<file path="src/rtl/cpu_io_pkg.sv">
// Shared constants for the CPU memory-mapped I/O port: register offsets and
// bit positions inside the STATUS and CONTROL registers.
package cpu_io_pkg;

   localparam logic [1:0] IO_DATA   = 2'd0;
   localparam logic [1:0] IO_STATUS = 2'd1;
   localparam logic [1:0] IO_CTRL   = 2'd2;

   localparam int unsigned ST_TX_EMPTY = 0;
   localparam int unsigned ST_TX_FULL  = 1;
   localparam int unsigned ST_RX_EMPTY = 2;
   localparam int unsigned ST_RX_FULL  = 3;
   localparam int unsigned ST_TX_OVF   = 4;
   localparam int unsigned ST_RX_UNF   = 5;

   localparam int unsigned CTRL_FLUSH_TX  = 0;
   localparam int unsigned CTRL_FLUSH_RX  = 1;
   localparam int unsigned CTRL_CLR_STICK = 2;

endpackage

</file>
<file path="src/rtl/sync_fifo.sv">
// Single-clock FIFO with synchronous flush; push/pop acceptance is judged on
// occupancy before the edge, and the head reads as zero while empty.
module sync_fifo #(
   parameter int unsigned DATA_WIDTH = 8,
   parameter int unsigned DEPTH      = 4
) (
   input  logic                  clk,
   input  logic                  rst,
   input  logic                  push,
   input  logic [DATA_WIDTH-1:0] din,
   input  logic                  pop,
   input  logic                  flush,
   output logic                  full,
   output logic                  empty,
   output logic [DATA_WIDTH-1:0] head
);

   localparam int unsigned PtrW = $clog2(DEPTH);
   localparam int unsigned CntW = PtrW + 1;

   logic [DATA_WIDTH-1:0] mem [DEPTH];
   logic [PtrW-1:0]       wr_ptr_q, rd_ptr_q;
   logic [CntW-1:0]       count_q;
   logic                  push_ok, pop_ok;

   assign full    = (count_q == CntW'(DEPTH));
   assign empty   = (count_q == '0);
   assign push_ok = push && !full && !flush;
   assign pop_ok  = pop && !empty && !flush;
   assign head    = empty ? '0 : mem[rd_ptr_q];

   always_ff @(posedge clk) begin
      if (rst || flush) begin
         wr_ptr_q <= '0;
         rd_ptr_q <= '0;
         count_q  <= '0;
      end else begin
         if (push_ok) wr_ptr_q <= wr_ptr_q + PtrW'(1);
         if (pop_ok)  rd_ptr_q <= rd_ptr_q + PtrW'(1);
         count_q <= count_q + CntW'(push_ok) - CntW'(pop_ok);
      end
   end

   always_ff @(posedge clk) begin
      if (push_ok) mem[wr_ptr_q] <= din;
   end

endmodule

</file>
<file path="src/rtl/cpu_io_port.sv">
// Memory-mapped I/O responder: decodes a 4-word window on the CPU bus and
// bridges CPU writes/reads to TX/RX valid/ready streams through two FIFOs.
module cpu_io_port
   import cpu_io_pkg::*;
#(
   parameter int unsigned           DATA_WIDTH = 8,
   parameter int unsigned           ADDR_WIDTH = 5,
   parameter logic [ADDR_WIDTH-1:0] IO_BASE    = 5'h1C,
   parameter int unsigned           FIFO_DEPTH = 4
) (
   input  logic                  clk,
   input  logic                  rst,
   input  logic                  sel,
   input  logic                  rd,
   input  logic                  wr,
   input  logic [ADDR_WIDTH-1:0] address,
   input  logic [DATA_WIDTH-1:0] data_in,
   output logic [DATA_WIDTH-1:0] data_out,
   output logic                  data_oe,
   output logic [DATA_WIDTH-1:0] tx_data,
   output logic                  tx_valid,
   input  logic                  tx_ready,
   input  logic [DATA_WIDTH-1:0] rx_data,
   input  logic                  rx_valid,
   output logic                  rx_ready
);

   logic                  rd_q, wr_q, oe_q, run_q;
   logic                  tx_ovf_q, rx_unf_q;
   logic [DATA_WIDTH-1:0] dout_q, rdata;
   logic                  hit, rd_ev, wr_ev;
   logic [1:0]            offset;
   logic                  ctrl_wr, tx_push, tx_pop, rx_rd, rx_push, rx_pop;
   logic                  tx_full, tx_empty, rx_full, rx_empty;
   logic [DATA_WIDTH-1:0] rx_head;

   assign hit    = sel && (address[ADDR_WIDTH-1:2] == IO_BASE[ADDR_WIDTH-1:2]);
   assign offset = address[1:0];

   // run_q masks the release edge so a strobe held through reset is not seen as new.
   assign wr_ev = run_q && hit && wr && !wr_q;
   assign rd_ev = run_q && hit && rd && !rd_q && !wr_ev;

   assign ctrl_wr = wr_ev && (offset == IO_CTRL);
   assign tx_push = wr_ev && (offset == IO_DATA);
   assign rx_rd   = rd_ev && (offset == IO_DATA);
   assign rx_pop  = rx_rd && !rx_empty;

   assign tx_valid = !tx_empty;
   assign tx_pop   = tx_valid && tx_ready;
   assign rx_ready = run_q && !rx_full;
   assign rx_push  = rx_valid && rx_ready;

   assign data_out = dout_q;
   assign data_oe  = oe_q;

   sync_fifo #(
      .DATA_WIDTH(DATA_WIDTH),
      .DEPTH     (FIFO_DEPTH)
   ) u_tx_fifo (
      .clk  (clk),
      .rst  (rst),
      .push (tx_push),
      .din  (data_in),
      .pop  (tx_pop),
      .flush(ctrl_wr && data_in[CTRL_FLUSH_TX]),
      .full (tx_full),
      .empty(tx_empty),
      .head (tx_data)
   );

   sync_fifo #(
      .DATA_WIDTH(DATA_WIDTH),
      .DEPTH     (FIFO_DEPTH)
   ) u_rx_fifo (
      .clk  (clk),
      .rst  (rst),
      .push (rx_push),
      .din  (rx_data),
      .pop  (rx_pop),
      .flush(ctrl_wr && data_in[CTRL_FLUSH_RX]),
      .full (rx_full),
      .empty(rx_empty),
      .head (rx_head)
   );

   always_comb begin
      rdata = '0;
      unique case (offset)
         IO_DATA: rdata = rx_head;
         IO_STATUS: begin
            rdata[ST_TX_EMPTY] = tx_empty;
            rdata[ST_TX_FULL]  = tx_full;
            rdata[ST_RX_EMPTY] = rx_empty;
            rdata[ST_RX_FULL]  = rx_full;
            rdata[ST_TX_OVF]   = tx_ovf_q;
            rdata[ST_RX_UNF]   = rx_unf_q;
         end
         default: rdata = '0;
      endcase
   end

   always_ff @(posedge clk) begin
      if (rst) begin
         rd_q     <= 1'b0;
         wr_q     <= 1'b0;
         oe_q     <= 1'b0;
         run_q    <= 1'b0;
         tx_ovf_q <= 1'b0;
         rx_unf_q <= 1'b0;
         dout_q   <= '0;
      end else begin
         rd_q  <= rd;
         wr_q  <= wr;
         run_q <= 1'b1;
         oe_q  <= rd_ev || (oe_q && hit && rd);
         if (rd_ev) dout_q <= rdata;
         // Set beats clear when both land on the same edge.
         tx_ovf_q <= (tx_ovf_q && !(ctrl_wr && data_in[CTRL_CLR_STICK])) || (tx_push && tx_full);
         rx_unf_q <= (rx_unf_q && !(ctrl_wr && data_in[CTRL_CLR_STICK])) || (rx_rd && rx_empty);
      end
   end

endmodule

</file>
<file path="config.mk">
export PLATFORM = sky130hd
export DESIGN_NAME = cpu_io_port
export DESIGN_NICKNAME = d
export VERILOG_FILES = /design/src/rtl/cpu_io_pkg.sv /design/src/rtl/sync_fifo.sv /design/src/rtl/cpu_io_port.sv
export SDC_FILE = /design/constraint.sdc
export NUM_CORES = 1
export LEC_CHECK = 0
export CORE_ASPECT_RATIO = 0.75
export CORE_MARGIN = 1.5
export CORE_UTILIZATION = 45
export DETAILED_ROUTE_END_ITERATION = 10
export HOLD_SLACK_MARGIN = 0.03
export MAX_ROUTING_LAYER = met4
export PLACE_DENSITY = 0.75
export SLEW_MARGIN = 20
export SYNTH_ARGS = -nofsm -noshare
export SYNTH_HDL_FRONTEND = slang
export SYNTH_HIERARCHICAL = 1
export SYNTH_SLANG_ARGS = --single-unit
</file>
<file path="constraint.sdc">
create_clock -name clk -period 2.8 [get_ports clk]
set_input_delay 0.42 -clock clk [delete_from_list [all_inputs] [get_ports clk]]
set_output_delay 0.42 -clock clk [all_outputs]
set_load 0.03 [all_outputs]
</file>
==> summary.md, run 1 <==
| Metric | Value |
|---|---|
| Critical path required time | `between 3 and 4 ns` |
| Wire length after detailed routing | `7620 µm` |
| Cell area after technology mapping | `4090 µm²` |
| Horizontal die dimension | `113 µm` |
| CTS root buf | `clkbuf_16` |
| Critical path data arrival time | `2.96 ns` |
| Initial Utilization | `between 40% and 50%` |
| Maximum clock insertion buffer count | `2` |
| First-pass GRT wire length | `12600 µm` |
| WS Path Type | `input pin to register` |
| Met2 wirelength from detailed routing | `3660 µm` |
| Mean cell area of the mapped netlist | `15.5 µm²` |
| Number of design rule violations left after detail routing | `0` |
| Floorplan die area | `9670 µm²` |
| Number of buffer cells added on primary ports | `46` |
| Part of the Yosys area used for sequential elements | `62.7%` |
| #FFs+latches synth | `96` |
| Final count of pins violating max slew | `0` |
| Cells after Synth | `around 260` |
| Net count after synthesis | `305` |
| Avg WL per Cell | `16.9 µm` |
| RSZ-0062 raised after global routing | `no` |
| Most common cell after layout, fill and taps aside | `edfxtp_1` |
| Launch instance of the worst register-to-register path | `u_rx_fifo/count_q[0]` |
| Minimum period implied by the final worst setup slack | `2.70 ns` |
| Final #Nets | `380` |
| Met3 wire length | `300 µm` |
| Row count | `29` |
| Library cells used by synthesis | `40` |
| Clk Latency, worst-skew pair | `0.34 ns` |
| Vert. Die Dim | `85.5 µm` |
| Total Power | `3080 µW` |
| Most frequent cells in the layout | `edfxtp_1, clkdlybuf4s50_1, dfxtp_1` |
| Ratio of routed vias to standard cells | `between 5 and 6` |
| Weighted congestion reported at the end of routability-driven placement | `0.813` |
| Slack of the worst reg-to-reg path | `0.15 ns` |
| HPWL after detailed placement | `5410 µm` |
| Number of setup buffers added after CTS | `0` |
| Length of routed wiring on met1 | `3570 µm` |
| Count of cells along the worst hold path | `1` |
| Uppermost layer routed | `met4` |
| Skew final | `0.00493 ns` |
| Pin count of the biggest net entering global routing | `17` |
| Reported leakage power | `0.00200 µW` |
| Sort of element at the start of the critical path | `input pin` |
| Share of synthesized cell area in and, or, nand and nor gates | `13.5%` |
| Max Cap Viol | `0` |
| Count of pins on the block boundary | `47` |
| Pre-Repair DR Iteration Count | `4` |
| Number of hold violations in the final report | `0` |
| Area growth, synth to finish | `27.9%` |
| CP Max Fanout | `3` |
| Critical hold path startpoint | `data_out[0]` |
| Via count | `2377` |
| FF-to-FF End | `u_rx_fifo/count_q[2]` |
| Fraction of layout instances using a drive strength above 1 | `27.7%` |
| Final worst hold slack | `0.476 ns` |
| CP endpoint kind | `register` |
| Final period util | `96.3%` |
| Vias in the first global route | `2468` |
| Mux cell area share after synthesis | `10.3%` |
| Xor and xnor fraction of the mapped netlist area | `under 10%` |
| Slew of the pin with the lowest slew margin | `0.681 ns` |
| Worst vdd rail ir drop | `0.315 mV` |
| Clk sinks | `96` |
| Hold Buf Count CTS | `0` |
| Main combinational cell family by area after synthesis | `simple AND/OR/NAND/NOR gates` |
| CTS clock-pin slew for the worst setup and hold paths | `0.07 ns` |
| Total setup violations reported at the end of the flow | `0` |
| Cts bufs inserted | `9` |
| Outcome | `complete, no violations` |
| Number of H-tree levels | `3` |
| Cell area power density | `589 nW/µm²` |
| Worst max-slew margin expressed relative to the limit | `a little over half` |
| Antenna Cells | `0` |
| Post-detailed-route count of antenna-violating nets | `0` |
| Path type of the worst min-delay path | `register to register` |
| DRT iter0 DRCs | `106` |
| Clock tree from TritonCTS | `built` |
| Synth warnings | `6` |
| Compound-gate portion of the synthesized area | `around 4.4%` |
| Antenna violations before repair | `0` |
| Register-to-Register Path Depth | `14` |
| Post-synthesis adder-cell area fraction | `4.65%` |
| Overall overflow remaining after global route | `0` |
| Global-route total usage across every layer | `18.1%` |
| Worst hold path endpoint | `data_out[0]` |
| Area inside the core boundary | `8640 µm²` |
| Highest Clock Rate | `371 MHz` |
-- state kept, by name (all words and copies together) (netlist names), named ones only --
register,count
u_tx_fifo/wr_ptr_q,2
rd_q,1
data_oe,1
u_rx_fifo/count_q,3
u_tx_fifo/mem,32
rx_unf_q,1
u_tx_fifo/rd_ptr_q,2
wr_q,1
data_out,8
run_q,1
tx_ovf_q,1
u_rx_fifo/mem,32
u_rx_fifo/rd_ptr_q,2
u_tx_fifo/count_q,3
u_rx_fifo/wr_ptr_q,2
-- per-stage QoR --
step	setup TNS [ns]	cell area, µm²	util (%)	std cells	setup WS, ns
final	0	5230	60.5	451	0.103
after global routing	0	5230	60.5	451	0.0175
after CTS	0	5170	59.9	451	0.000573
after detailed placement	-1.21	4830	55.9	435	-0.378
after global placement	-0.987	4830	55.9	435	-0.318
after floorplan	0	4100	-	263	0.0139
-- final cells by class --
cell class	instances	area, µm²
fillers	667	3410
multi-input cells	144	1480
repair buffers	71	658
flip-flops and latches	96	2560
well taps	108	135
clock inverters	6	91.3
clock buffers	10	239
inverters	16	62.6
-- synth_stat cells, drive strengths merged --
| library cell | count | area share (%) |
|---|---|---|
| edfxtp | 64 | 47 |
| dfxtp | 32 | 16 |
| and2b | 16 | 3.0 |
| inv | 16 | 1.5 |
| mux4 | 16 | 8.8 |
| ha | 12 | 3.7 |
| nor3 | 12 | 1.6 |
| and2 | 8 | 1.4 |
| and3 | 8 | 1.5 |
| nor2 | 8 | 0.73 |
| nor2b | 8 | 1.2 |
| mux2i | 6 | 1.5 |
| o2bb2ai | 6 | 1.3 |
| buf | 5 | 1.1 |
| nand2 | 5 | 0.46 |
| nand4 | 5 | 0.92 |
| o21ai | 4 | 0.86 |
| xnor2 | 4 | 0.86 |
| xor2 | 4 | 0.86 |
| a22o | 3 | 0.64 |
| and4 | 3 | 0.77 |
| clkbuf | 2 | 0.18 |
| fa | 2 | 0.98 |
| o311ai | 2 | 0.43 |
| o31ai | 2 | 0.37 |
| or3b | 2 | 0.43 |
| a21oi | 1 | 0.40 |
| a22oi | 1 | 0.18 |
| a32o | 1 | 0.24 |
| and3b | 1 | 0.31 |
| nand2b | 1 | 0.34 |
| nand3 | 1 | 0.12 |
| nand3b | 1 | 0.18 |
| nand4b | 1 | 0.58 |
-- worst max-delay path by stage --
stage / startpoint / end / slack, ns / cells past startpoint
floorplan: sel / u_rx_fifo/count_q[2] / 0.01 / 13
detailed placement: address[4] / u_rx_fifo/count_q[2] / -0.38 / 14
global placement: sel / u_rx_fifo/count_q[2] / -0.32 / 14
finish: wr / u_tx_fifo/count_q[2] / 0.10 / 14
global route: u_rx_fifo/count_q[0] / u_rx_fifo/count_q[2] / 0.02 / 14
CTS: address[4] / u_rx_fifo/count_q[2] / 0.0006 / 14
-- repair_timing --
action,CTS,global route
endpoints found under the setup margin,2,3
pin swaps,5,12
resized for setup,5,15
-- critical path: stages --
cell and delay [ns]:
clkdlybuf4s50_1 0.53, nand2b_4 0.08, nor2_2 0.14, and4_4 0.24
and2b_2 0.22, and2_4 0.17, inv_4 0.05, ha_4 0.11
inv_2 0.04, ha_4 0.15, fa_2 0.37, xnor2_2 0.15
xnor2_1 0.12, nor3_1 0.18
-- kinds of logic (layout without fill, tap and decap cells) --
family | Yosys count | count (layout)
adder cells (fa/ha/maj) | 14 | 14
flip-flops | 96 | 96
multiplexers | 22 | 22
AO/OA/AOI/OAI | 20 | 20
XOR/XNOR | 8 | 8
buffers and inverters | 23 | 103
AND/OR/NAND/NOR | 80 | 80
-- power by group --
part	internal, µW	switching (µW)
logic	107	97.9
registers	1530	9.93
clock network	811	520
-- per-layer routing --
metal | vias up | global-route usage, %
li1 | 1140 | -
met1 | 1179 | 23.2
met2 | 51 | 27.9
met3 | 7 | 6.36
met4 | 0 | 4.55
met5 | - | -
No activity file was read; power rests on OpenSTA's default activity.
==> run 2: changes to the inputs <==
- CORE_UTILIZATION: 45 -> 50
- PLACE_DENSITY: 0.75 -> 0.81
- SLEW_MARGIN: 20 -> default
==> run 2 against run 1 <==
Against the previous run: via count rose by 0.50%; total power fell by 15%; register-to-register slack about the same; global-route usage is 1.6 points higher; sequential power hardly changed; critical path type unchanged; largest cell class unchanged; largest power group unchanged.
==> summary.md, run 2 (same netlist as run 1, synthesis figures left out) <==
| Metric | Value |
|---|---|
| Minimum period implied by the final worst setup slack | `2.65 ns` |
| Antenna Cells | `0` |
| Post-route design area | `5100 µm²` |
| Largest stage delay, worst path | `0.47 ns` |
| Final count of pins violating max slew | `0` |
| CTS clock-pin slew for the worst setup and hold paths | `around 0.1 ns` |
| Weighted congestion reported at the end of routability-driven placement | `0.805` |
| Clock tree from TritonCTS | `built` |
| Worst vdd rail ir drop | `0.269 mV` |
| Maximum clock insertion buffer count | `2` |
| Max Cap Viol | `0` |
| Number of design rule violations left after detail routing | `0` |
| Horizontal die dimension | `between 100 and 150 µm` |
| Psw | `628 µW` |
| WP buf/inv | `3` |
| Reported leakage power | `roughly 0.0019 µW` |
| Largest delay contributor family on the critical path | `simple AND/OR/NAND/NOR gates` |
| Cell area power density | `513 nW/µm²` |
| Global-route total usage across every layer | `between 10% and 20%` |
| Area inside the core boundary | `7920 µm²` |
| DP Cell Count | `around 430` |
| Pre-Repair DR Iteration Count | `4` |
| Pin count of the biggest net entering global routing | `20` |
| Post-detailed-route count of antenna-violating nets | `0` |
| Final core utilization | `between 60% and 70%` |
| Final period util | `roughly 95%` |
| Internal power contribution | `1990 µW` |
| Vias in the first global route | `2427` |
| Clk Latency, worst-skew pair | `0.36 ns` |
| Worst max-slew margin expressed relative to the limit | `62.2%` |
| Total setup violations reported at the end of the flow | `0` |
| Sequential cell area in the final layout | `2560 µm²` |
| Antenna violations before repair | `0` |
| Vert. Die Dim | `81.3 µm` |
| Final #Nets | `around 380` |
| Skew final | `0.0100 ns` |
| Fraction of layout instances using a drive strength above 1 | `roughly 28%` |
| CP endpoint kind | `register` |
| Total Power | `between 2000 and 3000 µW` |
| DRT iter0 DRCs | `113` |
| Final worst hold slack | `0.480 ns` |
| Most frequent cells in the layout | `edfxtp_1, clkdlybuf4s50_1, dfxtp_1` |
| WS Path Type | `input pin to register` |
| Area growth, synth to finish | `24.8%` |
| Critical Path Most Common Cell | `ha_4` |
| Outcome | `complete, no violations` |
| Critical path data arrival time | `2.93 ns` |
| Avg WL per Cell | `~17 µm` |
| Count of pins on the block boundary | `47` |
| Clk sinks | `96` |
| Wire length after detailed routing | `7680 µm` |
| Critical path required time | `3.08 ns` |
| Net switching share of the total power | `24.0%` |
| Number of filler cells placed in the layout | `571` |
| Final std cells w/o fill | `449` |
| Cts bufs inserted | `9` |
| Number of buffer cells added on primary ports | `46` |
| Slew of the pin with the lowest slew margin | `approximately 0.57 ns` |
| Number of H-tree levels | `3` |
| Power share of the sequential group | `about three fifths` |
| Hold Buf Count CTS | `0` |
| Row count | `28` |
| First-pass GRT wire length | `12200 µm` |
| Floorplan die area | `8730 µm²` |
| Ratio of routed vias to standard cells | `around 5.3` |
| Most common cell after layout, fill and taps aside | `edfxtp_1` |
| Sort of element at the start of the critical path | `input pin` |
| Initial Utilization | `51.6%` |
| Placement-stage cell area | `4820 µm²` |
| Number of hold violations in the final report | `0` |
| Highest Clock Rate | `around 380 MHz` |
| Cell with the largest stage delay on the worst path | `clkdlybuf4s50_1` |
| Clock network fraction of total power | `32.9%` |
| HPWL after detailed placement | `5570 µm` |
| CP Max Fanout | `4` |
| Via count | `2389` |
| Multi-input gate area | `about 1500 µm²` |
| Overall overflow remaining after global route | `0` |
| Path type of the worst min-delay path | `register to register` |
| Relative contribution of combinational cells to total power | `between 8 and 9%` |
| CTS root buf | `clkbuf_8` |
| Cell chain of the critical path | `clkdlybuf4s50_1 -> nor2_1 -> nand3_1 -> buf_4 -> nor3_4 -> o31ai_2 -> nor2_2 -> ha_4 -> inv_2 -> ha_4 -> fa_2 -> xnor2_2 -> xnor2_1 -> nor3_1` |
==> run 2: changes by cell type in the layout (fill, tap and decap cells not counted), sizes merged <==
cell           change
dlymetal6s2s       +1
inv                +3
clkdlybuf4s50      -1
buf                +1
clkbuf             -1
bufinv             -2
==> run 2: path summary, 6_finish.rpt <==
check | cells past startpoint | to | startpoint | slack, ns
max | 14 | u_rx_fifo/count_q[2] | address[1] | 0.15
min | 1 | data_out[2] | data_out[2] | 0.48
max reg2reg | 14 | u_rx_fifo/count_q[2] | u_rx_fifo/count_q[1] | 0.15
min reg2reg | 1 | data_out[2] | data_out[2] | 0.48
==> run 2: power by group through the flow <==
stage               registers (µW)  logic [µW]  clock network [µW]
finish                        1540         217                 860
global route                  1540         237                 937
CTS                           1540         207                 883
detailed placement            1570         206                   0
global placement              1570         200                   0
floorplan                     1570        97.0                   0
==> run 2: final cells by class <==
type / count / share of cell area [%]
clock buffer: 9 / 2.43
clock inverter: 7 / 1.37
inverter: 16 / 1.18
multi-input combinational: 144 / 29.1
sequential: 96 / 50.2
tap: 105 / 2.58
timing repair buffer: 72 / 13.1
==> run 2: routing by layer <==
layer / global-route usage (%) / vias up / wire length, µm
met1: 25.2 / 1160 / 3410
met5: - / - / 0
met2: 30.9 / 75 / 3700
met3: 5.70 / 10 / 475
met4: 6.32 / 0 / 104
li1: - / 1144 / -
==> run 2: stage by stage <==
step           setup TNS [ns]  setup WS, ns
2_1_floorplan               0        0.0139
3_3_place_gp            -1.02        -0.324
3_5_place_dp            -1.22        -0.400
4_1_cts                     0        0.0204
5_1_grt              -0.00544      -0.00544
6_report                    0         0.151
==> run 2: timing repair <==
item | 4_1_cts | 5_1_grt
buffers inserted | 0 | 1
pin swaps | 1 | 10
hold endpoints to repair | 0 | 0
gates resized for setup | 1 | 20
endpoints found under the setup margin | 1 | 2
==> run 3: changes to the inputs <==
- CTS_CLUSTER_SIZE: default -> 12
==> results of run 3 <==
The final DEF is identical to that of run 2; final timing and power are the same.
